==> config.mk <==
export PLATFORM = sky130hd
export DESIGN_NAME = mem_addr_arbiter
export DESIGN_NICKNAME = d
export VERILOG_FILES = /design/src/rtl/mem_arb_pkg.sv /design/src/rtl/rr_arbiter.sv /design/src/rtl/mem_addr_arbiter.sv
export SDC_FILE = /design/constraint.sdc
export NUM_CORES = 1
export LEC_CHECK = 0
export ABC_AREA = 1
export CAP_MARGIN = 40
export CORE_MARGIN = 2
export CORE_UTILIZATION = 37
export CTS_CLUSTER_DIAMETER = 60
export CTS_CLUSTER_SIZE = 20
export DETAILED_ROUTE_END_ITERATION = 8
export PLACE_DENSITY = 0.81
export SLEW_MARGIN = 40
export SYNTH_ARGS = -nofsm -noshare
export SYNTH_HDL_FRONTEND = slang
export SYNTH_SLANG_ARGS = --single-unit
export TNS_END_PERCENT = 5
==> constraint.sdc <==
create_clock -name clk -period 2.4 [get_ports clk]
set_input_delay 0.72 -clock clk [delete_from_list [all_inputs] [get_ports clk]]
set_output_delay 0.72 -clock clk [all_outputs]
set_load 0.05 [all_outputs]
==> src/rtl/mem_arb_pkg.sv <==
// rtl/mem_arb_pkg.sv - shared types and helpers for mem_addr_arbiter (MEM_ARB_RR_EN selects round-robin)
package mem_arb_pkg;

    typedef enum logic {
        EMPTY = 1'b0,
        FULL  = 1'b1
    } state_t;

    function automatic int calc_idw(input int n);
        return (n <= 1) ? 1 : $clog2(n);
    endfunction

endpackage

==> src/rtl/rr_arbiter.sv <==
// rtl/rr_arbiter.sv - N-way grant picker; round-robin with MEM_ARB_RR_EN, fixed priority (index 0 first) otherwise
module rr_arbiter
    import mem_arb_pkg::*;
#(
    parameter  int N_REQ = 3,
    localparam int IDW   = calc_idw(N_REQ)
) (
    input  logic             clk,
    input  logic             arstn,
    input  logic [N_REQ-1:0] req,
    input  logic             en,
    output logic [N_REQ-1:0] gnt,
    output logic [IDW-1:0]   idx
);

    logic [IDW-1:0] ptr;
    logic [IDW:0]   cand;
    logic           found;

    // Scan N_REQ slots starting at ptr, wrapping without a modulo operator.
    always_comb begin
        gnt   = '0;
        idx   = '0;
        found = 1'b0;
        cand  = '0;
        for (int k = 0; k < N_REQ; k++) begin
            cand = {1'b0, ptr} + (IDW+1)'(k);
            if (cand >= (IDW+1)'(N_REQ)) begin
                cand = cand - (IDW+1)'(N_REQ);
            end
            if (!found && req[cand[IDW-1:0]]) begin
                found = 1'b1;
                idx   = cand[IDW-1:0];
            end
        end
        if (found && en) begin
            gnt[idx] = 1'b1;
        end
    end

`ifdef MEM_ARB_RR_EN
    always_ff @(posedge clk or negedge arstn) begin
        if (!arstn) begin
            ptr <= '0;
        end else if (|gnt) begin
            ptr <= (idx == IDW'(N_REQ-1)) ? '0 : idx + 1'b1;
        end
    end
`else
    logic unused_clk_rst;
    assign ptr            = '0;
    assign unused_clk_rst = clk ^ arstn;
`endif

endmodule

==> src/rtl/mem_addr_arbiter.sv <==
// rtl/mem_addr_arbiter.sv - N-requester address arbiter with one-entry registered output stage
// Arbitration policy follows MEM_ARB_RR_EN (round-robin when defined, fixed priority otherwise).
module mem_addr_arbiter
    import mem_arb_pkg::*;
#(
    parameter  int ADDR_WIDTH = 32,
    parameter  int N_REQ      = 3,
    localparam int IDW        = calc_idw(N_REQ)
) (
    input  logic                              clk,
    input  logic                              arstn,
    input  logic [N_REQ-1:0]                  i_req_valid,
    input  logic [N_REQ-1:0][ADDR_WIDTH-1:0]  i_req_addr,
    output logic [N_REQ-1:0]                  o_req_ready,
    output logic                              o_mem_valid,
    output logic [ADDR_WIDTH-1:0]             o_mem_addr,
    output logic [IDW-1:0]                    o_mem_id,
    input  logic                              i_mem_ready
);

    state_t         state;
    logic           can_load;
    logic           hs;
    logic [IDW-1:0] win_idx;

    // Gating with arstn keeps every ready bit low while reset is held.
    assign can_load    = arstn & (~o_mem_valid | i_mem_ready);
    assign hs          = |o_req_ready;
    assign o_mem_valid = (state == FULL);

    rr_arbiter #(
        .N_REQ (N_REQ)
    ) u_arb (
        .clk   (clk),
        .arstn (arstn),
        .req   (i_req_valid),
        .en    (can_load),
        .gnt   (o_req_ready),
        .idx   (win_idx)
    );

    always_ff @(posedge clk or negedge arstn) begin
        if (!arstn) begin
            state      <= EMPTY;
            o_mem_addr <= '0;
            o_mem_id   <= '0;
        end else begin
            if (hs) begin
                o_mem_addr <= i_req_addr[win_idx];
                o_mem_id   <= win_idx;
            end
            case (state)
                EMPTY: if (hs) state <= FULL;
                FULL:  if (!hs && i_mem_ready) state <= EMPTY;
            endcase
        end
    end

endmodule

==> impl_results.md <==
* Mapped Nets at 441
* EDFF count, synth at 0
* Met2 Usage GRT at 39.8%
* Final setup TNS at 0 ps
* F_max at 0.430 GHz
* First-iteration detailed-routing DRC count at 148
* Number of remaining DRC errors at 0
* Post-route minimum period at 2320 ps
* Required time of the critical path at between 1500 and 2000 ps
* Post-layout total power at 2.21 mW
* Synth Area in Adders at 0%
* Via count normalized by instance count at 4.76
* Number of warning messages in the yosys log at 0
* Unrepaired setup endpoints after global routing: no
* Core region area at 0.00585 sq mm
* Category of cells accounting for the largest share of critical-path delay: buffers and inverters
* Maximum single-stage delay on the critical path at around 270 ps
* Cells along the critical path: dlygate4sd2_1 -> inv_2 -> nand2_1 -> nor2_2 -> nor2_4 -> nand2_2 -> inv_2 -> buf_12
* Maximum root-to-sink buffer count at 2
* Sequential cell area fraction in the yosys report at just under 40%
* Post-CTS Setup Bufs at 0
* Xor/xnor cell area share of the yosys netlist at 0%
* Max VDD drop at 0.312 mV
* Number of cells on the worst reg-to-reg path at 6
* Placement Cell Area at 0.00371 sq mm
* # setup viols final at 0
* Insertion delay of the later-clocked pin in the worst-skew pair at 280 ps
* Endpoint kind of the worst setup timing path: output pin
* Flop-to-flop setup slack at roughly 1000 ps
* Critical path startpoint category: input port
* Fraction of layout cells with a size suffix above 1 at 8.35%
* Reg-to-reg endpoint: o_mem_addr[3]$_DFFE_PN0P_
* Max FO, Critical Path at 4
* Final clock skew at 9.60 ps
* Antenna violations before repair at 0
* Worst-path clk slew at 70 ps
* Detailed-routing iteration count for the pre-antenna-repair pass at 4
* CP Data Arrival Time at between 1500 and 2000 ps
* Synthesized cell area at 0.00221 sq mm
* H-tree Lvls at 2
* Most frequent cell after synthesis: sky130_fd_sc_hd__nand2_1
* Post-cts hold buffer count at 0
* Hold Fails Final Rpt at 0
* Library cells used by synthesis at 13
* Clock root buffer master: sky130_fd_sc_hd__clkbuf_8
* Number of nets in the final layout at 580
* Final design instance area without fill at about 0.0038 sq mm
* Combinational family with the most area after synthesis: simple AND/OR/NAND/NOR gates
* Average cell area after synthesis at around 6.5 sq um
* Number of buffers and inverters on the critical path at 4
* CTS Buf Count at 5
* Starting density of the core at 37.8%
* GRT Max-Usage Layer: met2
* Stages on worst setup path at 8
* Number of max-slew violations in the final report at 0
* CP max stage cell: sky130_fd_sc_hd__dlygate4sd2_1
* Wire length after detailed routing at 7490 um
* Post-route core utilization at 65.4%
* Maximum number of pins on one net before global-route repair at 36
* Total number of vias at 2638
* Path type of the worst min-delay path: register to register
* Final worst path period share at 96.9%
* Power per unit of standard cell area at ~580 mW/mm^2
* Largest area contributor in the netlist: sky130_fd_sc_hd__dfrtp_1
* Via count of the first global-routing pass at about 2.5k
* Area share of the largest cell type after synthesis at 39.6%
* Floorplan row count at 28
* TritonCTS clock tree: built
* Routed Antenna Nets at 0
* Area fraction in compound gates after synthesis at 0.226%
* Antenna diodes at 0
* Slew margin rel. at a little under two thirds
* Syn Inst Count at approximately 340
* Outcome: complete, no violations
* Number of maximum-capacitance violations at 0
* Estimated wirelength of the detail-placed design at approximately 5400 um
* Die area at 0.00661 sq mm
* Biggest area contributors in the synthesized netlist: sky130_fd_sc_hd__dfrtp_1 40%, sky130_fd_sc_hd__nand2_1 24%, sky130_fd_sc_hd__nand3_1 22%, sky130_fd_sc_hd__inv_1 6.1%, sky130_fd_sc_hd__buf_4 3.4%
* Post-Synth Simple-Gate Area at between 40 and 50%
* CP Capture Point: o_req_ready[2]
* Remaining Overflow, GRT at 0
* Fraction of synthesis flops using an asynchronous set or reset pin at 100%
* CTS Sinks at 35
* WS Path Type: input port to output pin
* Wirelength per Cell at 13.5 um
* Routability congestion estimate at 0.820
* Start of the worst register-to-register path: o_mem_valid$_DFF_PN0_
* Width of the chip at 81.3 um
* Number of filler cells placed in the layout at 536
* Signed area change from the synthesized netlist to the final layout at 72.9%
* Most frequently used flop master after synthesis: sky130_fd_sc_hd__dfrtp_1
* I/O Buffers at 139
* Source of the critical timing path: i_req_valid[0]
* Post-synth top cells: 139 x sky130_fd_sc_hd__nand2_1, 96 x sky130_fd_sc_hd__nand3_1, 36 x sky130_fd_sc_hd__inv_1, 35 x sky130_fd_sc_hd__dfrtp_1, 10 x sky130_fd_sc_hd__buf_4
* Measured slew at the worst slew-check pin at 539 ps
* Number of synthesized register bits at 35
* Met3 GRT Util at 7.00%
* GRT Overall Usage at 23.0%
* Leak Pwr at between 1.5 and 2 nW
* DIE HEIGHT at between 80 and 90 um
* Global Route met1 Usage at 27.4%
* Dominant cell type by count on the critical path: sky130_fd_sc_hd__inv_2
* Global-route wire length before repair at 11700 um
* I/O pin count at 140
* Post-synthesis mux area share at 0%
==> sequential cells by signal, summed over array words and instances (netlist names) <==
register	cells
o_mem_id	2
o_mem_valid	1
o_mem_addr	32
==> how the worst min path moves through the flow <==
stage | depth (start not counted) | from | slack (ps) | to
2_1_floorplan | 0 | arstn | 420 | o_mem_addr[0]$_DFFE_PN0P_
3_3_place_gp | 2 | o_mem_addr[26]$_DFFE_PN0P_ | 460 | o_mem_addr[26]$_DFFE_PN0P_
3_5_place_dp | 2 | o_mem_addr[12]$_DFFE_PN0P_ | 460 | o_mem_addr[12]$_DFFE_PN0P_
4_1_cts | 2 | o_mem_addr[12]$_DFFE_PN0P_ | 480 | o_mem_addr[12]$_DFFE_PN0P_
5_1_grt | 2 | o_mem_addr[26]$_DFFE_PN0P_ | 500 | o_mem_addr[26]$_DFFE_PN0P_
6_report | 2 | o_mem_addr[2]$_DFFE_PN0P_ | 480 | o_mem_addr[2]$_DFFE_PN0P_
==> metal layers <==
| layer | routed length (um) | up-vias | part of all wire, % |
|---|---|---|---|
| li1 | - | 1335 | - |
| met1 | 3140 | 1191 | 42 |
| met2 | 3600 | 106 | 48 |
| met3 | 701 | 6 | 9.4 |
| met4 | 53 | 0 | 0.71 |
| met5 | 0 | - | 0 |
==> power by group <==
group / internal (mW) / total (mW) / switching, mW
clock: 0.204 / 0.411 / 0.208
combinational: 0.420 / 1.06 / 0.636
sequential: 0.690 / 0.743 / 0.0533
==> timing repair <==
action,4_1_cts,5_1_grt
gates resized for setup,15,1
pin swaps,1,0
endpoints found under the setup margin,3,1
==> kinds of logic after synthesis <==
kind of cell	count (synthesis)
AO/OA/AOI/OAI	1
buffers and inverters	60
flip-flops	35
AND/OR/NAND/NOR	243
==> worst register-to-register path, stage by stage (launching register included) <==
cell	delay, ps
sky130_fd_sc_hd__dfrtp_1	390
sky130_fd_sc_hd__nand2_2	100
sky130_fd_sc_hd__nand2_2	70
sky130_fd_sc_hd__nor2_4	110
sky130_fd_sc_hd__buf_4	360
sky130_fd_sc_hd__nand3_1	160
sky130_fd_sc_hd__nand2_1	100
==> stage by stage <==
step,hold WS [ps],instances,setup slack [ps]
final,481,554,75.5
after detailed placement,464,546,-297
after floorplan,424,339,-51.9
after global routing,501,554,9.72
after CTS,484,554,65.7
after global placement,460,546,-253
==> layout by cell type (no fill, tap or decap) <==
cell,netlist,routed
sky130_fd_sc_hd__clkdlybuf4s50_1,0,131
sky130_fd_sc_hd__clkbuf_8,0,5
sky130_fd_sc_hd__clkbuf_1,4,2
sky130_fd_sc_hd__buf_6,0,2
sky130_fd_sc_hd__o21ai_0,1,1
sky130_fd_sc_hd__buf_4,10,13
sky130_fd_sc_hd__buf_12,0,3
sky130_fd_sc_hd__nand2_2,2,5
sky130_fd_sc_hd__dfrtp_1,35,35
sky130_fd_sc_hd__nor2_4,2,4
sky130_fd_sc_hd__clkinv_2,0,1
sky130_fd_sc_hd__nand3_1,96,96
sky130_fd_sc_hd__buf_2,8,1
sky130_fd_sc_hd__dlygate4sd2_1,0,3
sky130_fd_sc_hd__nor2_2,0,1
sky130_fd_sc_hd__inv_1,36,35
sky130_fd_sc_hd__nand2_1,139,136
sky130_fd_sc_hd__inv_2,2,3
sky130_fd_sc_hd__nand3_4,0,1
sky130_fd_sc_hd__clkdlybuf4s15_2,0,1
==> area by class of cell <==
class / count / area, sq um / share of cell area (%)
repair buffers: 154 / 1530 / 40.1
well taps: 75 / 93.8 / 2.45
inverters: 38 / 143 / 3.73
clock buffers: 7 / 76.3 / 2.00
flip-flops and latches: 35 / 876 / 22.9
multi-input cells: 244 / 1100 / 28.7
clock inverters: 1 / 5.00 / 0.131
(Power assumes the default switching activity.)
